==> src/rtl/sprite_rom_arbiter.sv <==
// sprite_rom_arbiter: shares one synchronous sprite ROM among NUM_REQ requesters, returning ID-tagged reads.
// Round-robin by default; define SPRITE_ARB_FIXED_PRIO_EN for fixed priority (lowest index wins).
module sprite_rom_arbiter #(
    parameter int NUM_REQ = 4,
    parameter int ADDR_W  = 10,
    parameter int DATA_W  = 8,
    parameter int ROM_LAT = 1,
    parameter int ID_W    = $clog2(NUM_REQ)
) (
    input  logic                      vga_clk,
    input  logic                      reset_n,
    input  logic [NUM_REQ-1:0]        req,
    input  logic [NUM_REQ*ADDR_W-1:0] req_addr,
    output logic [NUM_REQ-1:0]        gnt,
    output logic [ADDR_W-1:0]         rom_address,
    input  logic [DATA_W-1:0]         rom_q,
    output logic                      rd_valid,
    output logic [ID_W-1:0]           rd_id,
    output logic [DATA_W-1:0]         rd_data
);
    logic [NUM_REQ-1:0][ADDR_W-1:0] addrs;
    logic [ID_W-1:0]                start, win, idx;
    logic                           found;
    logic [ADDR_W-1:0]              last_addr;
    logic [ROM_LAT-1:0]             pipe_v;
    logic [ROM_LAT-1:0][ID_W-1:0]   pipe_id;

    assign addrs = req_addr;
`ifdef SPRITE_ARB_FIXED_PRIO_EN
    assign start = '0;
`else
    logic [ID_W-1:0] ptr;
    assign start = ptr;
    always_ff @(posedge vga_clk or negedge reset_n)
        if (!reset_n) ptr <= '0;
        else if (found) ptr <= (win == ID_W'(NUM_REQ - 1)) ? '0 : win + 1'b1;
`endif

    always_comb begin
        found = 1'b0;
        win   = '0;
        idx   = '0;
        for (int k = 0; k < NUM_REQ; k++) begin
            idx = ID_W'((int'(start) + k) % NUM_REQ);
            if (!found && req[idx]) begin
                found = 1'b1;
                win   = idx;
            end
        end
        found = found && reset_n;
    end

    assign gnt         = found ? NUM_REQ'(1) << win : '0;
    assign rom_address = found ? addrs[win] : last_addr;

    // pipe_v/pipe_id shift in at index 0; the tail lines up with rom_q of the same grant
    always_ff @(posedge vga_clk or negedge reset_n)
        if (!reset_n) begin
            last_addr <= '0;
            pipe_v    <= '0;
            pipe_id   <= '0;
            rd_valid  <= 1'b0;
            rd_id     <= '0;
            rd_data   <= '0;
        end else begin
            if (found) last_addr <= addrs[win];
            pipe_v   <= ROM_LAT'({pipe_v, found});
            pipe_id  <= (ROM_LAT * ID_W)'({pipe_id, win});
            rd_valid <= pipe_v[ROM_LAT-1];
            if (pipe_v[ROM_LAT-1]) begin
                rd_id   <= pipe_id[ROM_LAT-1];
                rd_data <= rom_q;
            end
        end
endmodule

==> config.mk <==
export PLATFORM = sky130hd
export DESIGN_NAME = sprite_rom_arbiter
export DESIGN_NICKNAME = d
export VERILOG_FILES = /design/src/rtl/sprite_rom_arbiter.sv
export SDC_FILE = /design/constraint.sdc
export NUM_CORES = 1
export LEC_CHECK = 0
export CAP_MARGIN = 20
export CORE_UTILIZATION = 40
export DETAILED_ROUTE_END_ITERATION = 10
export PLACE_DENSITY = 0.91
export SLEW_MARGIN = 30
export SYNTH_ARGS = -nofsm -noshare
export SYNTH_HDL_FRONTEND = slang
export SYNTH_SLANG_ARGS = --single-unit
export TNS_END_PERCENT = 30
==> constraint.sdc <==
create_clock -name vga_clk -period 5.1 [get_ports vga_clk]
set_input_delay 1.02 -clock vga_clk [delete_from_list [all_inputs] [get_ports vga_clk]]
set_output_delay 1.02 -clock vga_clk [all_outputs]
set_load 0.01 [all_outputs]
Word level (Yosys, flattened, before mapping)
Index checks and enable logic that the tools add are counted.
{ "totals": {"ff_bits": 26, "inputBits": 54, "output_inout_bits": 25} }
{ "op_classes": {"eq_ne": 1, "n_lt_le_gt_ge": 5, "n_reduce_logical": 7, "n_addsub": 4, "n_shift": 1, "n_mux": 21} }
{ "ops": {"columns": ["operator", "n"], "rows": [
  ["binary-select mux 10 bit (select 2 bit)", 1],
  ["two-way mux 10 bit", 2],
  ["less-than comparator 2 x 3 -> 1 bit, second input constant", 5],
  ["two-way mux 2 bit", 5],
  ["binary-select mux 1 bit (select 2 bit)", 4],
  ["two-way mux 1 bit", 8],
  ["adder 2 x 1 -> 2 bit, second input constant", 2],
  ["adder 2 bit, second input constant", 2],
  ["logical AND 1 bit", 4],
  ["two-way mux 4 bit", 1],
  ["left shift 1 x 2 -> 4 bit, first input constant", 1],
  ["logical NOT 1 bit", 3],
  ["== test 2 bit, second input constant", 1]
]} }

Longest topological paths before layout
{ "depth": {"depth_word": 15, "depth_mapped": 7, "mapped_depth_nobuf": 6} }

Worst setup path before layout
No wires, ideal clock.
{ "synth_timing": {"path_kind": "in2out", "start": "input req[1]", "end": "output gnt[0]", "stages": 7, "arrival_time_ns": 2.198, "n_path_buf": 1, "t_required_ns": 4.080, "path_slack_ns": 1.882, "path_cell_list": "nor3b_1 > a211oi_1 > nor2_1 > clkbuf_1 > inv_1 > ha_1 > and2_1"} }
{ "synth_between": {"elab_chain_cells": 14} }
{ "synth_rtl": {"columns": ["item", "line", "source"], "rows": [
  ["from (decl)", "12", "input logic [NUM_REQ-1:0] req,"],
  ["binary-select mux 1 bit (select 2 bit)", "45", "if (!found && req[idx]) begin"],
  ["two-way mux 1 bit (not written as such)", "45", null],
  ["two-way mux 1 bit", "45", null],
  ["logical NOT 1 bit", "45", null],
  ["logical AND 1 bit", "45", null],
  ["two-way mux 1 bit", "45", null],
  ["logical NOT 1 bit", "45", null],
  ["logical AND 1 bit", "45", null],
  ["two-way mux 1 bit", "45", null],
  ["logical NOT 1 bit", "45", null],
  ["logical AND 1 bit", "45", null],
  ["two-way mux 2 bit (*)", "45", null],
  ["via win[1]", "22", "logic [ID_W-1:0] start, win, idx;"],
  ["left shift 1 x 2 -> 4 bit (*)", "53", "assign gnt = found ? NUM_REQ'(1) << win : '0;"],
  ["two-way mux 4 bit (*)", "53", null],
  ["to (decl)", "14", "output logic [NUM_REQ-1:0] gnt,"]
]} }
Mark *: on every way through the listed nets, which the timed path passes. The rest lies on a longest branch. The select of a mux whose other input is x is not followed.

Final worst setup path
{ "layout_timing": {"start": "input req[3]", "end": "output rom_address[9]"} }
{ "layout_between": {"elab_chain_cells": 15} }
{ "layout_rtl": {"columns": ["item", "line", "source"], "rows": [
  ["binary-select mux 1 bit (select 2 bit)", "45", null],
  ["two-way mux 1 bit (not written as such)", "45", null],
  ["two-way mux 1 bit", "45", null],
  ["logical NOT 1 bit", "45", null],
  ["logical AND 1 bit", "45", null],
  ["two-way mux 1 bit", "45", null],
  ["logical NOT 1 bit", "45", null],
  ["logical AND 1 bit", "45", null],
  ["two-way mux 1 bit", "45", null],
  ["logical NOT 1 bit", "45", null],
  ["logical AND 1 bit", "45", null],
  ["two-way mux 2 bit", "45", null],
  ["binary-select mux 10 bit (select 2 bit)", "54", "assign rom_address = found ? addrs[win] : last_addr;"],
  ["two-way mux 10 bit (not written as such)", "54", null],
  ["two-way mux 10 bit (*)", null, null],
  ["to (decl)", "15", "output logic [ADDR_W-1:0] rom_address,"]
]} }
Mark *: on every way between the ends. The rest lies on a longest branch, timed or not. The select of a mux whose other input is x is not followed.

==> qor.yml <==
run_status:
  status: "finished with violations"
  violations: "DRC"
worst_setup_path:
  crit_fanout: 10
  cp_cell_sequence: "clkdlybuf4s50_1 > nand2b_1 > a211oi_1 > nor2_1 > buf_4 > nand2_1 > o211ai_1 > clkdlybuf4s50_1"
  worstReg2RegStart: "ptr[1]"
  worst_r2r_path_depth: 6
  slowest_delay_ns: 0.59
  crit_type: "input pin to output port"
  worstSetupStartpoint: "req[3]"
  startpoint_type: "input pin"
  reg2reg_setup_slack_ns: 3.09
  worstPathArrival_ns: 3.56
  critical_path.slowest_cell: "clkdlybuf4s50_1"
  cp_top_family: "buffers and inverters"
  reg2reg_to: "last_addr[5]"
  cp_num_buf_inv: 3
  cp.depth: 8
  required_ns: 4.08
  critical_path.endpoint: "rom_address[9]"
  cp_common_cell: "clkdlybuf4s50_1"
  end_kind: "output port"
pwr:
  p_int_mw: 0.602
  p_seq_share_pct: 32.8
  combinationalPowerShare_pct: 48.0
  p_sw_share_pct: 32.7
  p_sw_mw: 0.293
  clock_power_share_pct: 19.2
  p_leak_nw: 1.03
  powerDensity_nw_per_um2: 367
  peakVddDrop_v: 0.000156
layout:
  n_antenna_cell: 0
  regArea_um2: 651
  n_fill_cell: 292
  syn_to_final_growth_pct: 60.7
  drive_gt1_share_pct: 14.4
  nets: 281
  multi_input_area_um2: 803
cts:
  htreeDepth: 1
  path_clk_slew_ns: 0.09
  clockBufferDepth: 2
  cts_hold_buf: 0
  cts_tree: "done"
  clock_sinks: 26
  clock_latency_ns: 0.27
  cts_setup_buffers: 0
  cts_resized: 0
  numCtsBuffers: 3
  root_buffer: "clkbuf_8"
timing:
  fin_hold_ws_ns: 0.485
  finClkSkew_ns: 0.00181
  rsz0062_at_grt: "false"
  finalHoldViolations: 0
  setup_violations: 0
  tns_ns: 0
  finalCritPeriodShare_pct: 89.8
  worst_pin_slew_ns: 0.715
  post-route-min-period_ns: 4.58
  relSlewSlack_pct: 52.0
  drv_slew: 0
  fmax_mhz: 218
synthesis:
  synth_top_cell_area_share_pct: 42.9
  syn_area_per_cell_um2: 10.7
  ys_seq_elements: 26
  synth_commonest_cells: "dfrtp_1, nand2_1"
  synth-edff-count: 0
  ys_types: 29
  synthFlopType: "dfrtp_1"
  yosys_warnings: 0
  synth-seq-area-share_pct: 42.9
  async_reset_ff_share_pct: 100
  synth.largest_area_cell: "dfrtp_1"
  netlist_area_um2: 1520
  synth_fp_nets: 200
  synthMostInstantiatedCell: "dfrtp_1"
  synthTopCellsByArea: "dfrtp_1, mux2_2, mux2i_1"
  synthCells: 142
grt:
  grt_max_degree: 28
  grt.overflow.total: 0
  antenna_found_initial: 0
  track_usage_pct: 19.5
  grt_pass1_wl_mm: 6.26
  grt_pass1_vias: 1412
route:
  ant_nets: 0
  drt-total-wl_mm: 3.86
  dr.pass1.iters: 7
  drtIter0Drc: 63
  num_vias: 1446
  avgViaCountPerCell: 5.36
  avgRoutedWirePerCell_um: 14.3
  drc: 1
die:
  initial_core_util_pct: 41.4
  ios: 79
  core.rowCount: 22
  fp.dieH_um: 63.6
  fp.dieW_um: 63.6
  core_um2: 3660
  dieArea_um2: 4040
place:
  gp_congestion: 0.805
  portBuffers: 78
  dpl.hpwl_mm: 2.94
worst_hold_path:
  holdCritStartpoint: "pipe_id[0]"
  min_path_type: "register to register"
job:
  cap_viol_max_count: 0
power groups by stage:
| stage | sequential (mW) | combinational, mW | clock, mW |
|---|---|---|---|
| CTS | 0.294 | 0.432 | 0.174 |
| global route | 0.300 | 0.464 | 0.186 |
| global placement | 0.293 | 0.422 | 0 |
| floorplan | 0.295 | 0.233 | 0 |
| detailed placement | 0.298 | 0.430 | 0 |
| finish | 0.294 | 0.429 | 0.172 |
worst reg2reg max path, cell delays in order (launching register included):
cell      delay, ns
dfrtp_1        0.47
nor2b_4        0.16
o21a_1         0.23
nor3_4         0.37
buf_4          0.27
mux2i_1        0.27
o211ai_2       0.11
how the worst min path moves through the flow:
stage / end / slack [ns] / cells after the start
after global routing: rd_id[0] / 0.51 / 1
after floorplan: rd_valid / 0.35 / 0
final: rd_id[0] / 0.49 / 1
after CTS: rd_id[0] / 0.49 / 1
after detailed placement: last_addr[2] / 0.46 / 2
after global placement: last_addr[5] / 0.46 / 2
layout by cell type (no fill, tap or decap), types with 2 or more instances in the layout:
cell type	netlist	final
a211o_1	10	10
mux2_2	10	10
clkbuf_8	0	3
nor2_1	6	6
o211ai_1	3	3
dfrtp_1	26	26
nand2_1	17	17
ha_1	4	4
a21oi_1	2	2
clkdlybuf4s50_1	0	78
nand4_1	10	10
o211ai_2	7	7
o31ai_1	10	10
inv_1	2	2
mux2i_1	10	10
nand2b_1	2	2
and2_1	4	4
buf_4	1	8
through the flow:
stage | std cells | power [mW] | worst slack (ns) | cell area [um2] | utilization, %
2_1_floorplan | 142 | 0.527 | 1.88 | 1520 | -
3_3_place_gp | 266 | 0.715 | 0.619 | 2370 | 64.6
3_5_place_dp | 266 | 0.728 | 0.546 | 2370 | 64.6
4_1_cts | 270 | 0.900 | 0.528 | 2440 | 66.6
5_1_grt | 270 | 0.950 | 0.369 | 2440 | 66.6
6_report | 270 | 0.895 | 0.521 | 2440 | 66.6
state kept, by name, summed over array words and instances, names as in the netlist:
register	count
last_addr	10
pipe_v	1
rd_id	2
ptr	2
rd_data	8
pipe_id	2
rd_valid	1
final cells by class:
type	count	share of cell area [%]
clock buffers	3	1.69
repair buffers	86	34.5
well taps	48	2.46
clock inverters	1	1.23
multi-input cells	103	33.0
inverters	3	0.462
flip-flops and latches	26	26.7
kinds of logic (layout without fill, tap and decap cells):
kind of cell / Yosys count / after routing / synth area share [%]
fa+ha+maj: 4 / 4 / 3.30
simple gates: 43 / 43 / 15.2
buf+inv: 13 / 93 / 4.13
flops: 26 / 26 / 42.9
mux: 20 / 20 / 14.0
compound gates: 36 / 36 / 20.5
routing by layer:
layer  up-vias  global-route usage (%)  share of wire [%]
li1        690                       -                  -
met1       658                    22.9                 41
met2        88                    33.6                 49
met3        10                    5.07                8.8
met4         0                    7.39                1.4
met5         -                       0                  0
No activity file was read; power rests on OpenSTA's default activity.
